**src/rtl/pe_result_drain_pkg.sv**
```systemverilog
// Shared definitions for the PE result drain: FSM encoding and default widths.
package pe_result_drain_pkg;

  localparam int unsigned WidthAccDefault = 32;
  localparam int unsigned LenWDefault     = 8;
  localparam int unsigned DepthDefault    = 4;

  typedef enum logic [0:0] {
    StIdle = 1'b0,
    StRun  = 1'b1
  } drain_state_e;

endpackage

```
**src/rtl/pe_result_drain_if.sv**
```systemverilog
// Valid/ready result stream from the drain towards the writeback path.
interface pe_result_drain_if #(
  parameter int unsigned WidthAcc = 32
);
  logic [WidthAcc-1:0] data;
  logic                valid;
  logic                ready;

  modport master (output data, output valid, input ready);
  modport slave  (input data, input valid, output ready);
endinterface

```
**src/rtl/pe_result_drain_fifo.sv**
```systemverilog
// Synchronous show-ahead FIFO; head word is 0 when empty, memory is not reset.
module pe_result_drain_fifo #(
  parameter int unsigned Width = 32,
  parameter int unsigned Depth = 4
) (
  input  logic                     clk,
  input  logic                     rst_n,
  input  logic                     push,
  input  logic [Width-1:0]         wdata,
  input  logic                     pop,
  output logic [Width-1:0]         rdata,
  output logic                     accepted,
  output logic                     full,
  output logic                     empty,
  output logic [$clog2(Depth):0]   level
);
  localparam int unsigned PtrW = $clog2(Depth);

  logic [Width-1:0] mem [Depth];
  logic [PtrW-1:0]  wptr_q, wptr_d, rptr_q, rptr_d;
  logic [PtrW:0]    cnt_q, cnt_d;
  logic             do_pop;

  assign full     = (cnt_q == (PtrW + 1)'(Depth));
  assign empty    = (cnt_q == '0);
  assign level    = cnt_q;
  assign do_pop   = pop && !empty;
  // A pop in the same cycle frees a slot even when full.
  assign accepted = push && (!full || do_pop);
  assign rdata    = empty ? '0 : mem[rptr_q];

  always_comb begin
    wptr_d = wptr_q;
    rptr_d = rptr_q;
    cnt_d  = cnt_q;
    if (accepted) wptr_d = wptr_q + 1'b1;
    if (do_pop)   rptr_d = rptr_q + 1'b1;
    if (accepted && !do_pop)      cnt_d = cnt_q + 1'b1;
    else if (!accepted && do_pop) cnt_d = cnt_q - 1'b1;
  end

  always_ff @(posedge clk) begin
    if (!rst_n) begin
      wptr_q <= '0;
      rptr_q <= '0;
      cnt_q  <= '0;
    end else begin
      wptr_q <= wptr_d;
      rptr_q <= rptr_d;
      cnt_q  <= cnt_d;
    end
  end

  always_ff @(posedge clk) begin
    if (rst_n && accepted) mem[wptr_q] <= wdata;
  end

endmodule

```
**src/rtl/pe_result_drain.sv**
```systemverilog
// Windows a free-running PE accumulator into per-K-beat dot-products and queues them.
module pe_result_drain
  import pe_result_drain_pkg::*;
#(
  parameter int unsigned WidthAcc = WidthAccDefault,
  parameter int unsigned LenW     = LenWDefault,
  parameter int unsigned Depth    = DepthDefault
) (
  input  logic                   clk,
  input  logic                   rst_n,
  input  logic [LenW-1:0]        cfg_len,
  input  logic                   start,
  input  logic                   stop,
  input  logic [WidthAcc-1:0]    pe_acc,
  input  logic                   pe_valid,
  pe_result_drain_if.master      m,
  output logic                   busy,
  output logic [$clog2(Depth):0] level,
  output logic                   overflow
);
  drain_state_e        state_q, state_d;
  logic [LenW-1:0]     cnt_q, cnt_d, len_q, len_d;
  logic [WidthAcc-1:0] base_q, base_d;
  logic                ovf_q, ovf_d;
  logic                push, accepted, full, empty;
  logic [WidthAcc-1:0] result;

  // Modular subtraction keeps results correct across accumulator wrap.
  assign result = pe_acc - base_q;

  always_comb begin
    state_d = state_q;
    cnt_d   = cnt_q;
    len_d   = len_q;
    base_d  = base_q;
    push    = 1'b0;
    if (stop) begin
      state_d = StIdle;
      cnt_d   = '0;
    end else begin
      unique case (state_q)
        StIdle: begin
          if (start && cfg_len != '0) begin
            state_d = StRun;
            len_d   = cfg_len;
            base_d  = pe_acc;
            cnt_d   = '0;
          end
        end
        StRun: begin
          if (start) begin
            len_d  = cfg_len;
            base_d = pe_acc;
            cnt_d  = '0;
          end else if (pe_valid) begin
            if (cnt_q == len_q - LenW'(1)) begin
              push   = 1'b1;
              base_d = pe_acc;
              cnt_d  = '0;
            end else begin
              cnt_d = cnt_q + LenW'(1);
            end
          end
        end
        default: state_d = StIdle;
      endcase
    end
  end

  assign ovf_d = ovf_q || (push && !accepted);

  always_ff @(posedge clk) begin
    if (!rst_n) begin
      state_q <= StIdle;
      cnt_q   <= '0;
      len_q   <= '0;
      base_q  <= '0;
      ovf_q   <= 1'b0;
    end else begin
      state_q <= state_d;
      cnt_q   <= cnt_d;
      len_q   <= len_d;
      base_q  <= base_d;
      ovf_q   <= ovf_d;
    end
  end

  pe_result_drain_fifo #(
    .Width (WidthAcc),
    .Depth (Depth)
  ) u_fifo (
    .clk      (clk),
    .rst_n    (rst_n),
    .push     (push),
    .wdata    (result),
    .pop      (m.ready),
    .rdata    (m.data),
    .accepted (accepted),
    .full     (full),
    .empty    (empty),
    .level    (level)
  );

  assign m.valid  = !empty;
  assign busy     = (state_q == StRun);
  assign overflow = ovf_q;

endmodule

```
**src/flat_wrapper.sv**
```systemverilog
// flat-port wrapper written by rule: the top's interface ports become plain ports
module pe_result_drain_flat import pe_result_drain_pkg::*;
#(
  parameter int unsigned WidthAcc = WidthAccDefault,
  parameter int unsigned LenW     = LenWDefault,
  parameter int unsigned Depth    = DepthDefault
)
  (clk, rst_n, cfg_len, start, stop, pe_acc, pe_valid, busy, level, overflow, m_data, m_valid, m_ready);
  pe_result_drain_if #(.WidthAcc(WidthAcc)) m_i ();
  input  logic clk;
  input  logic rst_n;
  input  logic [LenW-1:0] cfg_len;
  input  logic start;
  input  logic stop;
  input  logic [WidthAcc-1:0] pe_acc;
  input  logic pe_valid;
  output logic busy;
  output logic [$clog2(Depth):0] level;
  output logic overflow;
  output wire logic [$bits(m_i.data)-1:0] m_data;
  output wire logic [$bits(m_i.valid)-1:0] m_valid;
  input wire logic [$bits(m_i.ready)-1:0] m_ready;
  assign m_data = m_i.data;
  assign m_valid = m_i.valid;
  assign m_i.ready = m_ready;
  pe_result_drain #(.WidthAcc(WidthAcc), .LenW(LenW), .Depth(Depth)) u_core (.clk(clk), .rst_n(rst_n), .cfg_len(cfg_len), .start(start), .stop(stop), .pe_acc(pe_acc), .pe_valid(pe_valid), .m(m_i), .busy(busy), .level(level), .overflow(overflow));
endmodule
```
**config.mk**
```make
export PLATFORM = sky130hd
export DESIGN_NAME = pe_result_drain_flat
export DESIGN_NICKNAME = d
export VERILOG_FILES = /design/src/rtl/pe_result_drain_pkg.sv /design/src/rtl/pe_result_drain_if.sv /design/src/rtl/pe_result_drain_fifo.sv /design/src/rtl/pe_result_drain.sv /design/src/flat_wrapper.sv
export SDC_FILE = /design/constraint.sdc
export NUM_CORES = 1
export LEC_CHECK = 0
export CAP_MARGIN = 40
export CORE_ASPECT_RATIO = 2
export CORE_MARGIN = 2
export CORE_UTILIZATION = 60
export CTS_BUF_LIST = sky130_fd_sc_hd__clkbuf_8
export CTS_CLUSTER_SIZE = 16
export DETAILED_ROUTE_END_ITERATION = 10
export PLACE_DENSITY = 0.9
export SLEW_MARGIN = 0
export SYNTH_ARGS = -nofsm -noshare
export SYNTH_HDL_FRONTEND = slang
export SYNTH_SLANG_ARGS = --single-unit
export TNS_END_PERCENT = 50
```
**constraint.sdc**
```tcl
create_clock -name clk -period 10.29 [get_ports clk]
set_input_delay 3.087 -clock clk [delete_from_list [all_inputs] [get_ports clk]]
set_output_delay 3.087 -clock clk [all_outputs]
set_load 0.005 [all_outputs]
```
==> run_results.csv <==
group,metric,value,unit
run_status,run_status,"finished, final reports clean",
yosys,asyncSetResetFlopFracSynth,0,%
global_routing,maximum_number_of_pins_on_one_net_before_global_route_repair,88,
global_routing,grt_remaining_overflow,0,
route,first_iter_violations,450,
yosys,synth_area,9270,µm²
route,aggregate_routed_wire_length,18500,µm
clock_tree,cts_resized,0,
clock_tree,clk_buf_depth,2,
power,static-leakage-power,3.68,nW
sta,post-route-period-util,56.0,%
floorplanning,rows,64,
placed_design,placed_cells,1038,
sta,grt_setup_unrepaired,"no",
global_routing,grt_antenna_before_repair,0,
worst_hold_path,whs_path_depth,2,
yosys,synthesis.area_per_instance,11.7,µm²
floorplanning,design.die.area,16500,µm²
route,final_antenna_net_count,0,
sta,number_of_pins_with_negative_max_slew_slack_in_the_final_report,0,
sta,setup_slack,4.53,ns
clock_tree,ctsHoldBuffers,0,
sta,maxClockFrequency,174,MHz
finish,antenna-diode-count,0,
clock_tree,clk_pin_slew,0.09,ns
critical_path,timing.critical_path.from_type,"input port",
power,irDropWorstVdd,0.0000927,V
sta,finalClockSkew,0.0195,ns
power,switchingPower,476,µW
yosys,ys_seq_area_share,54.2,%
power,proportion_of_power_drawn_by_the_clock_network,27.6,%
yosys,synth.lib_cells_used.distinct,66,
clock_tree,cts_tree,"done",
route,via_count,6223,
yosys,ys_ff_latch,187,
clock_tree,cts_buffers,17,
clock_tree,clockRootBuffer,"clkbuf_8",
yosys,netlist_instances,790,
placed_design,dp_hpwl,13200,µm
sta,finalCriticalPeriod,5.76,ns
global_routing,grt_first_pass_wirelength,30000,µm
finish,drive_gt1_share,10.3,%
placed_design,pre_cts_slack,4.07,ns
critical_path,critical_path.endpoint,"u_core.u_fifo.mem[2][28]",
power,swShare,27.2,%
power,power_frac_seq,48.8,%
clock_tree,cts_num_sinks,187,
critical_path,reg2reg_setup_slack,6.73,ns
floorplanning,initial_core_util,60.9,%
finish,nNetsFinal,945,
global_routing,grt.total_usage,23.3,%
yosys,yosysWarningCount,0,
clock_tree,clock_tree.htree_level_count,4,
critical_path,worst_r2r_path_depth,14,
finish,layoutNonFillerInstCount,1070,
critical_path,critical_path.reg2reg.startpoint,"u_core.len_q[0]",
placed_design,total_of_buffers_placed_on_input_and_output_ports,83,
route,first_pass_iters,5,
route,avgViaCountPerCell,5.82,
power,int_pwr,1.28,mW
critical_path,worst-path-max-fanout,4,
power,combinationalPowerShare,23.6,%
floorplanning,io-pin-count,84,
critical_path,worst_r2r_endpoint,"u_core.u_fifo.level[2]",
floorplanning,die_y,180,µm
sta,relative_slew_slack,39.1,%
sta,finalHoldViolCount,0,
critical_path,timing.critical_path.from,"pe_acc[0]",
yosys,synth_enable_flop_cells,128,
critical_path,worstPathArrival,5.96,ns
finish,area.growth.synth_to_final,15.1,%
floorplanning,coreArea,15200,µm²
power,power_density,164,nW/µm²
clock_tree,clock_latency,0.47,ns
yosys,dominantRegCellSynth,"edfxtp_1",
critical_path,critPathCaptureType,"flip-flop",
sta,final-setup-viol-count,0,
worst_hold_path,hold_path.class,"reg -> reg",
route,detail_route.wl_per_cell,17.2,µm
sta,tns,0,ns
global_routing,number_of_global_route_vias_before_repair,6310,
critical_path,timing.setup.critical_path_class,"in -> reg",
finish,share_of_the_core_filled_with_cells_in_the_final_layout,70.1,%
yosys,postSynthNetCount,876,
route,route.detailed.drc,0,
flow_run,max_capacitance_violation_count,0,
critical_path,worst_ep_required_time,10.49,ns
placed_design,gp_congestion,0.929,
sta,holdWs,0.473,ns
floorplanning,fp.dieW,91.9,µm
clock_tree,post-cts-setup-buffer-count,0,
sta,tightestPinTransition,0.910,ns
## area by class of cell
type	count	area, µm²
inverters	47	176
flip-flops and latches	187	5030
repair buffers	91	906
clock inverters	15	169
multi-input cells	515	3910
fillers	1086	4540
well taps	198	248
clock buffers	17	234
## Yosys cell counts, types with 3 or more instances
library cell	instances	share of area (%)
o31ai_1	3	0.24
buf_1	5	0.20
and3_1	8	0.54
inv_1	47	1.9
nor3_1	7	0.38
o21a_1	8	0.65
nand2_1	70	2.8
nor2b_1	5	0.34
a31oi_1	5	0.34
nand2b_1	7	0.47
and2_1	39	2.6
mux4_2	32	7.8
dfxtp_1	59	13
nand3_1	44	2.4
edfxtp_1	128	41
o21ai_1	3	0.16
buf_2	6	0.32
xor2_1	17	1.6
nand4_1	10	0.67
clkbuf_1	28	1.1
a41oi_1	4	0.38
o21ai_0	46	2.5
a21o_1	14	1.1
a21oi_1	32	1.7
or3_1	8	0.54
xnor2_1	27	2.6
a21boi_0	9	0.73
ha_1	38	5.1
nor4_1	6	0.40
nor2_1	30	1.2
## layer usage
| metal | routed length [µm] | share of wire, % | global-route usage, % | vias to the layer above |
|---|---|---|---|---|
| met3 | 759 | 4.1 | 4.48 | 50 |
| li1 | - | - | - | 3019 |
| met4 | 874 | 4.7 | 12.1 | 0 |
| met1 | 6670 | 36 | 24.8 | 2971 |
| met5 | 0 | 0 | 0 | - |
| met2 | 10100 | 55 | 42.7 | 183 |
## how the worst min path moves through the flow
stage	start	endpoint
after floorplan	u_core.base_q[3]	u_core.base_q[3]
after global placement	u_core.base_q[3]	u_core.base_q[3]
after detailed placement	u_core.base_q[15]	u_core.base_q[15]
after CTS	u_core.base_q[31]	u_core.base_q[31]
after global routing	u_core.base_q[31]	u_core.base_q[31]
final	u_core.base_q[15]	u_core.base_q[15]
## power groups by stage
stage               clock (mW)  combinational, mW  sequential, mW
CTS                      0.495              0.417           0.855
detailed placement           0              0.416           0.872
global placement             0              0.394           0.872
finish                   0.484              0.413           0.855
global route             0.523              0.454           0.857
floorplan                    0              0.250           0.868
## cell families after synthesis
logic type	Yosys count	share of synthesized area, %
xor gates and xnor gates	44	4.16
and+or+nand+nor	245	13.3
muxes	34	7.99
buffers and inverters	88	3.67
adders and majority gates	40	5.56
AOI/OAI and AO/OA	152	11.1
DFF	187	54.2
## layout by cell type, fill, tap and decap left out, types with 3 or more instances in the layout
cell	count
inv_1	49
mux4_2	32
o21a_1	8
nor2_1	30
inv_6	3
clkinvlp_4	4
o21ai_1	3
ha_1	38
a31oi_1	5
a21oi_1	32
nand4_1	10
nor4_1	6
nor3_1	7
nor2b_1	5
nand2b_1	7
xnor2_1	27
a21boi_0	9
nand3_1	44
clkdlybuf4s50_1	82
xor2_1	17
dfxtp_1	57
a41oi_1	4
or3_1	8
buf_4	7
edfxtp_1	128
and2_1	39
clkbuf_8	17
nand2_1	70
a21o_1	14
o21ai_0	46
and3_1	8
o31ai_1	3
## flip-flops by register name (all words and copies together) (netlist names), named ones only
name	cells
u_core.busy	1
u_core.u_fifo.level	3
u_core.overflow	1
u_core.base_q	32
u_core.u_fifo.rptr_q	2
u_core.cnt_q	8
u_core.len_q	8
u_core.u_fifo.wptr_q	2
u_core.u_fifo.mem	128
## stage by stage
stage | total power [mW] | instance area [µm²]
6_report | 1.75 | 10700
5_1_grt | 1.84 | 10700
4_1_cts | 1.77 | 10700
3_5_place_dp | 1.29 | 10300
3_3_place_gp | 1.27 | 10200
2_1_floorplan | 1.12 | 9270
## critical path, cell delays in order
cell	delay, ns
clkdlybuf4s50_1	0.47
inv_1	0.05
ha_1	0.21
fa_1	0.41
nor2b_1	0.17
o31a_2	0.21
o31ai_4	0.12
o211ai_2	0.23
a21oi_2	0.10
o31ai_2	0.31
a211oi_1	0.14
or3_1	0.44
(Power assumes the default switching activity.)
==> variant 1, RTL diff (same flow settings) <==
Register the output `level`, with the module's reset; this adds one clock of latency there. The other outputs are not delayed to match.
--- a/src/rtl/pe_result_drain.sv
+++ b/src/rtl/pe_result_drain.sv
@@ -19,4 +19,6 @@
   output logic                   overflow
 );
+
+  logic [$clog2(Depth):0] level_d;
   drain_state_e        state_q, state_d;
   logic [LenW-1:0]     cnt_q, cnt_d, len_q, len_d;
@@ -99,5 +101,5 @@
     .full     (full),
     .empty    (empty),
-    .level    (level)
+    .level    (level_d)
   );
 
@@ -106,4 +108,12 @@
   assign overflow = ovf_q;
 
+  always_ff @(posedge clk) begin
+    if (!rst_n) begin
+      level <= '0;
+    end else begin
+      level <= level_d;
+    end
+  end
+
 endmodule
 
Function: changed (Yosys sat finds a counterexample within 4 cycles, from zero or initial values and one cycle with rst_n low).
==> variant 1 against the original RTL <==
Via count down 3.6%. Combinational power up 7.5%. Utilization up 0.083 points. Largest cell class unchanged. Sequential cell count up 3. Critical path type unchanged. Design area up 0.65%. Highest routed layer unchanged. Wire length up 0.34%. Worst setup slack worse by 0.12 ns. Synthesized area up 0.72%. Largest power group unchanged. Power up 2.9%. Clock skew up 0.0010 ns.
==> variant 1: results (changes against the original RTL) <==
| Metric | Value |
|---|---|
| Post-synthesis mux area share | 12.2% (was 7.99%) |
| Met3 routed WL | 682 um (was 759 um) |
| Seq/Total Area, Yosys | 54.5% (was 54.2%) |
| Slowest Stage Delay on Critical Path | 0.54 ns (was 0.47 ns) |
| Pin count of the biggest net entering global routing | 55 (was 88) |
| M1 wire length | 6.83 mm (was 6.67 mm) |
| Fin Clk Skew | 0.0205 ns (was 0.0195 ns) |
| Worst slew pin tran | 0.862 ns (was 0.910 ns) |
| WHS | 0.508 ns (was 0.473 ns) |
| Wire per inst | 18.0 um (was 17.2 um) |
| Pleak | 3.75 nW (was 3.68 nW) |
| Nets | 902 (was 945) |
| Cell-internal power | 1.30 mW (was 1.28 mW) |
| Status | complete, no violations (unchanged) |
| Via count | 5998 (was 6223) |
| Total global-route track usage | 23.5% (was 23.3%) |
| XOR/XNOR Fraction of Synth Area | 4.50% (was 4.16%) |
| GR met3 Demand/Resource | 4.39% (was 4.48%) |
| Setup slack, reg-to-reg | 6.38 ns (was 6.73 ns) |
| Met2 GRT Util | 43.1% (was 42.7%) |
| HP Start | u_core.overflow (was u_core.base_q[15]) |
| Finished Layout Cells | 1027 (was 1070) |
| Worst Hold End | u_core.overflow (was u_core.base_q[15]) |
| Worst path slowest cell | o41ai_1 (was clkdlybuf4s50_1) |
| 1st-iter DRT viols | 393 (was 450) |
variant 1: cell types whose count changed in the layout (fill, tap and decap cells not counted), moves of 7 or more:
cell | unedited run | this run
o21ai_0 | 46 | 21
mux2i_1 | 2 | 42
a21o_1 | 14 | 21
nand3_1 | 44 | 9
nor2_1 | 30 | 22
nor2b_1 | 5 | 47
nand2_1 | 70 | 37
a21boi_0 | 9 | 2
variant 1: power by group through the flow:
stage,logic (mW),registers (mW),clock network (mW)
floorplan,0.265,0.882,0
global placement,0.416,0.887,0
detailed placement,0.446,0.888,0
CTS,0.447,0.871,0.496
global route,0.487,0.873,0.526
finish,0.444,0.871,0.488
variant 1: final cells by class:
class / count / area (sq um)
clock buffer: 17 / 234
clock inverter: 15 / 166
fill: 1060 / 4550
inverter: 46 / 173
multi-input combinational: 474 / 3950
sequential: 190 / 5090
tap: 198 / 248
timing repair buffer: 87 / 881
variant 1: logic make-up after synthesis:
family,count (synthesis)
compound gates,110
simple gates,202
fa+ha+maj,40
xor+xnor,48
flops,190
mux,74
buf+inv,75
==> variant 2, RTL diff (same flow settings) <==
Without the edit above. The package constant `DepthDefault` goes from 4 to 8.
--- a/src/rtl/pe_result_drain_pkg.sv
+++ b/src/rtl/pe_result_drain_pkg.sv
@@ -4,5 +4,5 @@
   localparam int unsigned WidthAccDefault = 32;
   localparam int unsigned LenWDefault     = 8;
-  localparam int unsigned DepthDefault    = 4;
+  localparam int unsigned DepthDefault    = 8;
 
   typedef enum logic [0:0] {
Ports: changed (resized level); port bits go from 84 to 85. The function was not compared with the original's and may differ.
==> variant 2 against the original RTL <==
Design area up 54%. Critical path type is now reg2out. Sequential cell count up 132. Power up 74%. Clock skew up 0.0064 ns. Worst setup slack worse by 0.56 ns. Wire length up 58%. Largest cell class unchanged. Utilization down 0.74 points. Synthesized area up 55%.
==> variant 2: results (changes against the original RTL) <==
| Metric | Value |
|---|---|
| Met3 routed WL | 1.86 mm (was 759 um) |
| Pleak | 5.54 nW (was 3.68 nW) |
| Met2 GRT Util | 41.1% (was 42.7%) |
| Drt total wl | 29.1 mm (was 18.5 mm) |
| Worst-path clk slew | 0.07 ns (was 0.09 ns) |
| Worst reg-to-reg path cell count | 10 (was 14) |
| Slowest Stage Delay on Critical Path | 0.59 ns (was 0.47 ns) |
| CP Max Fanout | 32 (was 4) |
| Synth cell count leaders | 256 x edfxtp_1, 74 x mux2i_1, 74 x nor2_1 (was 128 x edfxtp_1, 70 x nand2_1, 59 x dfxtp_1) |
| Synth unique cells | 63 (was 66) |
| Largest regs | u_core.u_fifo.mem: 256 flops, u_core.base_q: 32 flops (was u_core.u_fifo.mem: 128 flops, u_core.base_q: 32 flops) |
| Finished Layout Cells | 1386 (was 1070) |
| Top delay family on crit path | buffers and inverters (was compound AO/OA/AOI/OAI gates) |
| PortBufs | 84 (was 83) |
| CTS Buffer Depth | 3 (was 2) |
| Syn avg cell area | 15.0 sq um (was 11.7 sq um) |
| GP Congestion | 0.903 (was 0.929) |
| Number of cells on the worst hold path | 1 (was 2) |
| M1 wire length | 11.1 mm (was 6.67 mm) |
| Placed insts | 1310 (was 1038) |
| Pin count of the biggest net entering global routing | 64 (was 88) |
| # H-tree levels | 2 (was 4) |
| Peak VDD IR | 0.000222 V (was 0.0000927 V) |
| Nets | 1152 (was 945) |
| Fill cells | 1528 (was 1086) |
| DR WL met2 | 15.2 mm (was 10.1 mm) |
| CTS Buf Count | 41 (was 17) |
| Post-synth EDFFs | 256 (was 128) |
| 1st-iter DRT viols | 739 (was 450) |
| Reg2reg end | u_core.u_fifo.mem[7][6] (was u_core.u_fifo.level[2]) |
| Status | complete, no violations (unchanged) |
| Slew margin rel. | 43.9% (was 39.1%) |
| Worst Hold End | u_core.overflow (was u_core.base_q[15]) |
| Fraction of layout cells with a size suffix above 1 | 14.2% (was 10.3%) |
| DRT Pass-1 Iters | 5 (unchanged) |
| First-pass GRT wire length | 46.4 mm (was 30.0 mm) |
| Total global-route track usage | 23.8% (was 23.3%) |
| GR met3 Demand/Resource | 4.17% (was 4.48%) |
| Fin Clk Skew | 0.0258 ns (was 0.0195 ns) |
| F_max | 0.158 GHz (was 0.174 GHz) |
| Post-DP HPWL | 19.7 mm (was 13.2 mm) |
| Setup slack, reg-to-reg | 6.37 ns (was 6.73 ns) |
| Worst path slowest cell | dfxtp_4 (was clkdlybuf4s50_1) |
| Vias in the first global route | 8846 (was 6310) |
| Post-place setup slack | 3.61 ns (was 4.07 ns) |
| WHS | 0.478 ns (was 0.473 ns) |
variant 2: cell count changes after synthesis, moves of 29 or more:
cell,change
edfxtp_1,+128
mux2i_1,+72
o21ai_0,-29
nand2_1,-39
nor2b_1,+46
nand3_1,-32
and2_1,-30
mux4_2,+32
nor2_1,+44
variant 2: worst max path at each step:
stage / from / end / cells past startpoint
3_3_place_gp: pe_acc[0] / u_core.u_fifo.mem[4][16] / 11
6_report: flip-flop / m_data[30] / 6
5_1_grt: flip-flop / m_data[30] / 6
3_5_place_dp: pe_acc[0] / u_core.u_fifo.mem[5][16] / 11
2_1_floorplan: pe_valid / u_core.u_fifo.mem[1][0] / 6
4_1_cts: flip-flop / m_data[30] / 6
variant 2: cell families (layout without fill, tap and decap cells):
family / after synthesis / in the layout / synth area share (%)
multiplexers: 138 / 138 / 15.2
buffers and inverters: 78 / 221 / 2.38
flip-flops: 319 / 319 / 62.4
AO/OA/AOI/OAI: 111 / 111 / 5.29
AND/OR/NAND/NOR: 222 / 222 / 8.02
adder cells (fa/ha/maj): 40 / 40 / 3.60
XOR/XNOR: 48 / 48 / 3.04
variant 2: final cells by class:
type / instances / area (sq um) / area share [%]
Sequential cell: 319 / 8950 / 54.6
Multi-Input combinational cell: 559 / 5070 / 30.9
Timing Repair Buffer: 101 / 1010 / 6.15
Clock buffer: 46 / 633 / 3.86
Tap cell: 287 / 359 / 2.19
Clock inverter: 30 / 203 / 1.24
Inverter: 44 / 165 / 1.01
variant 2: power groups by stage:
stage	combinational [mW]	clock (mW)	sequential, mW
floorplan	0.401	0	1.50
global placement	0.612	0	1.51
detailed placement	0.646	0	1.51
CTS	0.650	0.944	1.49
global route	0.699	0.991	1.49
finish	0.643	0.929	1.49
